--- config.mk ---
export PLATFORM = sky130hd
export DESIGN_NAME = mux16_rr_arbiter
export DESIGN_NICKNAME = d
export VERILOG_FILES = /design/src/rtl/mux16_rr_arbiter.sv
export SDC_FILE = /design/constraint.sdc
export NUM_CORES = 1
export LEC_CHECK = 0
export BUFFER_PORTS_ARGS = -buffer_cell sky130_fd_sc_hd__buf_2
export CORE_UTILIZATION = 40
export DETAILED_ROUTE_END_ITERATION = 8
export PLACE_DENSITY = 0.63
export SYNTH_ARGS = -nofsm -noshare
export SYNTH_HDL_FRONTEND = slang
export SYNTH_SLANG_ARGS = --single-unit
--- constraint.sdc ---
create_clock -name clk -period 5 [get_ports clk]
set_input_delay 0.25 -clock clk [delete_from_list [all_inputs] [get_ports clk]]
set_output_delay 0.25 -clock clk [all_outputs]
set_load 0.01 [all_outputs]
--- src/rtl/mux16_rr_arbiter.sv ---
// mux16_rr_arbiter: round-robin arbiter driving the select lines of a shared 16:1 mux,
// with a bounded per-grant hold so no requester can starve the others.
module mux16_rr_arbiter #(
  parameter int unsigned HOLD_MAX = 8
) (
  input  logic        clk,
  input  logic        reset,
  input  logic [15:0] req,
  output logic [15:0] grant,
  output logic        valid,
  output logic        sel0,
  output logic        sel1,
  output logic        sel2,
  output logic        sel3,
  output logic [3:0]  owner
);
  typedef enum logic {IDLE, GRANT} state_t;
  state_t state, state_n;
  logic [3:0] ptr, ptr_n, owner_n, start, pick_idx;
  logic [7:0] cnt, cnt_n;
  logic [15:0] grant_n;
  logic found, rel;
  // After a release the old owner is searched last, so a timed-out owner only wins when alone.
  assign start = state == IDLE ? ptr : owner + 4'd1;
  assign rel = !req[owner] || cnt == 8'(HOLD_MAX - 1);
  always_comb begin
    found = 1'b0;
    pick_idx = '0;
    for (int k = 15; k >= 0; k--)
      if (req[start + 4'(k)]) begin
        found = 1'b1;
        pick_idx = start + 4'(k);
      end
  end
  always_comb begin
    state_n = state;
    ptr_n = ptr;
    owner_n = owner;
    cnt_n = cnt + 8'd1;
    grant_n = grant;
    if (state == IDLE || rel) begin
      ptr_n = state == GRANT ? owner + 4'd1 : ptr;
      state_n = found ? GRANT : IDLE;
      owner_n = found ? pick_idx : owner;
      cnt_n = '0;
      grant_n = found ? 16'h1 << pick_idx : '0;
    end
  end
  always_ff @(posedge clk) begin
    if (reset) begin
      state <= IDLE;
      ptr <= '0;
      cnt <= '0;
      owner <= '0;
      grant <= '0;
    end else begin
      state <= state_n;
      ptr <= ptr_n;
      cnt <= cnt_n;
      owner <= owner_n;
      grant <= grant_n;
    end
  end
  assign valid = state == GRANT;
  assign {sel3, sel2, sel1, sel0} = owner;
endmodule

# Word level (Yosys, flattened, before mapping)
# Cells that the tools add are included.
[op_classes]
n_addsub = 17
multipliers = 0
n_div = 0
n_lt_le_gt_ge = 17
eq_ne = 1
shift = 1
muxes = 69
bitwise = 1
reduce_logical = 5
[op_table]
columns = ["operator", "n"]
rows = [
  ["< comparator 4 x 5 -> 1 bit, second input constant", 17],
  ["binary-select mux 1 bit (select 4 bit)", 17],
  ["two-way mux 4 bit", 17],
  ["two-way mux 1 bit", 34],
  ["adder 4 bit, second input constant", 8],
  ["adder 4 x 3 -> 4 bit, second input constant", 4],
  ["two-way mux 16 bit", 1],
  ["<< shifter 1 x 4 -> 16 bit, first input constant", 1],
  ["adder 4 x 1 -> 4 bit, second input constant", 2],
  ["adder 4 x 2 -> 4 bit, second input constant", 2],
  ["adder 8 x 1 -> 8 bit, second input constant", 1],
  ["== test 8 x 3 -> 1 bit, second input constant", 1],
  ["logical OR 1 bit", 2],
  ["AND reduction 2 bit", 1],
  ["OR reduction 2 bit", 1],
  ["zero test 1 bit", 1],
  ["NOT 1 bit", 1],
]
[totals]
register_bits = 33
latchBits = 0
ram_bits = 0
romBits = 0
in_bits = 18
output_inout_bits = 25
elab_cells = 116
memories = 0

# Longest topological paths before layout
[depth]
word_depth = 23
ltp_mapped = 17
depth_no_buf = 14

# Worst setup path before layout
# No wires, ideal clock.
[synth_path]
kind = "reg2reg"
start = "reg owner[1]"
end = "reg grant[4]"
setup_ps = 87
arrival_time_ps = 4614
slack_ps = 299
stages_incl_launch_ff = 14
path_buffers = 1
cell_sequence = "dfxtp_1 > ha_1 > mux2i_1 > clkbuf_1 > ha_1 > xnor2_1 > mux4_2 > mux2i_2 > nand3b_1 > a22oi_1 > o31ai_1 > o41ai_4 > or4_1 > o31ai_1"
[synth_between]
elab_chain_len = 23
[synth_lines]
columns = ["item", "line_no", "text"]
rows = [
  ["start: declaration", "15", "output logic [3:0] owner"],
  ["start signal: assignment", "60", "owner <= owner_n;"],
  ["adder 4 x 1 -> 4 bit", "24", "assign start = state == IDLE ? ptr : owner + 4'd1;"],
  ["two-way mux 4 bit", "--", ""],
  ["adder 4 bit", "30, 32", ""],
  ["binary-select mux 1 bit (select 4 bit)", "30", "if (req[start + 4'(k)]) begin"],
  ["two-way mux 1 bit (not written as such)", "30", ""],
  ["two-way mux 4 bit (16 in series)", "30", ""],
  ["<< shifter 1 x 4 -> 16 bit", "46", "grant_n = found ? 16'h1 << pick_idx : '0;"],
  ["two-way mux 16 bit", "46", ""],
  ["end signal: assignment", "61", "grant <= grant_n;"],
  ["end: declaration", "9", "output logic [15:0] grant,"],
]
# Several ways; a longest one is shown, not always the timed one. The select of a mux whose other input is x is not followed.
# A chain may end at the register's enable or synchronous reset.

# Worst setup path after layout
[layout_path]
start = "reg state (netlist: valid)"
end = "reg grant[5]"
[layout_between]
elab_chain_len = 22
[layout_lines]
columns = ["item", "line_no", "text"]
rows = [
  ["start: declaration", "18", "state_t state, state_n;"],
  ["start signal: assignment", "57", "state <= state_n;"],
  ["two-way mux 4 bit", "--", ""],
  ["adder 4 bit", "30, 32", ""],
  ["binary-select mux 1 bit (select 4 bit)", "30", ""],
  ["two-way mux 1 bit (not written as such)", "30", ""],
  ["two-way mux 4 bit (16 in series)", "30", ""],
  ["<< shifter 1 x 4 -> 16 bit", "46", ""],
  ["two-way mux 16 bit", "46", ""],
]
# Several ways; a longest one is shown, not always the timed one. The select of a mux whose other input is x is not followed.

==> results.md <==
- Status: finished, final reports clean
- Chain of cells forming the critical path: nand2_1 -> nand2_4 -> inv_4 -> ha_1 -> xnor2_2 -> mux4_2 -> mux2_2 -> nor2_1 -> a221oi_1 -> a21oi_1 -> o41ai_4 -> or4_1 -> o31ai_1
- Max cap viols: 0
- Die footprint: 0.00914 mm^2
- Slew @ Worst Pin: 1.05 ns
- Multi-input gate area: 0.00270 mm^2
- Initial antenna violation count: 0
- Reg power frac: 11.0%
- Htree depth: 2
- Pint: 1540 uW
- Hold buffer count at CTS: 0
- Mapped Area: 0.00351 mm^2
- Commonest non-fill, non-tap cell in the layout: buf_2
- Worst Path Arrival: 4.83 ns
- Setup_tns: 0 ns
- Number of global-route vias before repair: 3305
- Final Setup Violations: 0
- VDD IR max: 0.311 mV
- Post-synthesis sequential area ratio: 18.8%
- Drc violations: 0
- Clock skew: 0.00675 ns
- Largest net degree at the start of global routing: 23
- Slew Limit Headroom: 30.0%
- Total CTS buffers: 5
- WL/cell: 20.2 um
- #FFs+latches synth: 33
- Slowest-stage cell, CP: mux4_2
- Share of post-route cells with drive strength above 1: 24.3%
- Area Overhead vs Synth: 12.7%
- CTS clk-pin slew, worst paths: 0.07 ns
- Sw frac: 53.9%
- Synth warnings: 0
- CTS tree: built
- # diodes: 0
- First-pass GRT wire length: 17100 um
- Syn avg cell area: 8.79 um^2
- Worst min path class: in -> reg
- Die extent in y: 95.6 um
- Comb power frac: 81.2%
- Final GP Congestion: 0.956
- Clk pwr share: 7.8%
- Period utilization: 92.6%
- Number of port buffers: 42
- Post-synth EDFFs: 0
- Ys async rst share: 0%
- GR Util All Layers: 24.6%
- Setup crit end kind: register
- Reg2reg setup slack: 0.37 ns
- Req. time, crit path: 5.20 ns
- WL final: 11000 um
- Post_cts resized: 0
- RSZ-0062 raised after global routing: false
- Final hold vios: 0
- Clock period minus worst slack: 4.63 ns
- Cell Rows: 33
- Setup repair bufs after CTS: 0
- Nature of the critical path startpoint: register
- GRT overflow: 0
- Synthesized Nets: 426
- Bufs and invs on worst path: 1
- Unique cell type count in the Yosys netlist: 70
- Sink Count: 33
- Switch Pwr: 1800 uW
- Synth Flop Type: dfxtp_1
- HPWL Detailed: 8510 um
- Dpl cell area: 0.00382 mm^2
- Antenna Nets Post-Route: 0
- Root Buffer: clkbuf_8
- First-pass iteration count of the detailed router: 5
- IO Count: 43
- Worst Path Max Fanout: 22
- Syn Inst Count: 399
- Fmax: 216 MHz
- Chip Width: 95.6 um
- Initial DRC Count: 478
- Fillers: 807
- Final instance area: 0.00395 mm^2
- Slew Viols, Final: 0
- Vias per inst: 6.52
- Pleak: 0.00158 uW
- Initial core utilization: 42.0%
- Max incr delay on CP: 0.63 ns
- CP Class: reg -> reg
- # nets final: 467
- Most frequent cells in the layout: 42 x buf_2, 39 x nor2_1, 38 x nand2_1
- Via count: 3559
- Core area: 0.00834 mm^2
- Skew-Pair Late Insertion Delay: 0.29 ns
- Family with the most delay on the worst path: simple AND/OR/NAND/NOR gates
- Maximum buffer depth of the clock tree: 2
- Power density over the cells: 843 mW/mm^2
- Seq. cell area: 661 um^2
metal layers:
| metal | track usage, % | up-vias | wire length [um] | share of wire [%] |
|---|---|---|---|---|
| met1 | 31.4 | 1707 | 4560 | 41 |
| met5 | 0 | - | 0 | 0 |
| li1 | - | 1621 | - | - |
| met3 | 5.42 | 39 | 974 | 8.9 |
| met2 | 39.6 | 192 | 5040 | 46 |
| met4 | 10.9 | 0 | 431 | 3.9 |
layout make-up:
| type | instances | area share, % |
|---|---|---|
| clock buffers | 6 | 2.09 |
| clock inverters | 2 | 0.950 |
| flip-flops and latches | 33 | 16.7 |
| well taps | 105 | 3.32 |
| inverters | 9 | 0.918 |
| multi-input cells | 336 | 68.2 |
| repair buffers | 55 | 7.79 |
stage by stage:
stage | hold WS [ns] | total power (uW) | worst slack (ns) | util (%) | std cells
after floorplan | 0.413 | 2290 | 0.299 | - | 399
after global placement | 0.426 | 2990 | 0.424 | 45.8 | 538
after detailed placement | 0.434 | 2980 | 0.354 | 45.8 | 538
after CTS | 0.276 | 3250 | 0.340 | 47.3 | 546
after global routing | 0.287 | 3550 | 0.0402 | 47.4 | 546
final | 0.285 | 3330 | 0.371 | 47.4 | 546
sequential cells by signal, summed over array words and instances (netlist names):
signal  flops
grant      16
cnt         8
owner       4
ptr         4
valid       1
path summary, 6_finish.rpt:
kind | from | to | cells past startpoint
max | valid | grant[5] | 13
min | reset | ptr[2] | 2
max reg2reg | valid | grant[5] | 13
min reg2reg | cnt[0] | cnt[0] | 1
kinds of logic after synthesis:
| group | Yosys count | share of synthesized area (%) |
|---|---|---|
| AND/OR/NAND/NOR | 127 | 17.2 |
| AO/OA/AOI/OAI | 115 | 23.5 |
| multiplexers | 64 | 26.9 |
| flip-flops | 33 | 18.8 |
| buffers and inverters | 30 | 4.64 |
| XOR/XNOR | 21 | 5.67 |
| adder cells (fa/ha/maj) | 9 | 3.21 |
cell usage after synthesis (6+ instances only):
| master | n | area [um^2] |
|---|---|---|
| a211oi_1 | 9 | 67.6 |
| a21oi_1 | 26 | 130 |
| a221oi_1 | 6 | 52.6 |
| and3_1 | 7 | 43.8 |
| dfxtp_1 | 33 | 661 |
| ha_1 | 9 | 113 |
| inv_1 | 6 | 22.5 |
| mux2_2 | 6 | 67.6 |
| mux2i_1 | 32 | 320 |
| mux4_2 | 23 | 518 |
| nand2_1 | 38 | 143 |
| nand3_1 | 14 | 70.1 |
| nor2_1 | 39 | 146 |
| o211ai_1 | 6 | 45.0 |
| o21ai_0 | 11 | 55.1 |
| o31ai_1 | 13 | 97.6 |
| xnor2_1 | 14 | 123 |
power by group through the flow:
stage	logic, uW	clock network, uW	registers, uW
3_3_place_gp	2620	0	369
3_5_place_dp	2610	0	371
4_1_cts	2620	267	366
6_report	2700	261	366
2_1_floorplan	1910	0	386
5_1_grt	2900	277	374
Note: power is estimated with default switching activity, not from simulation.
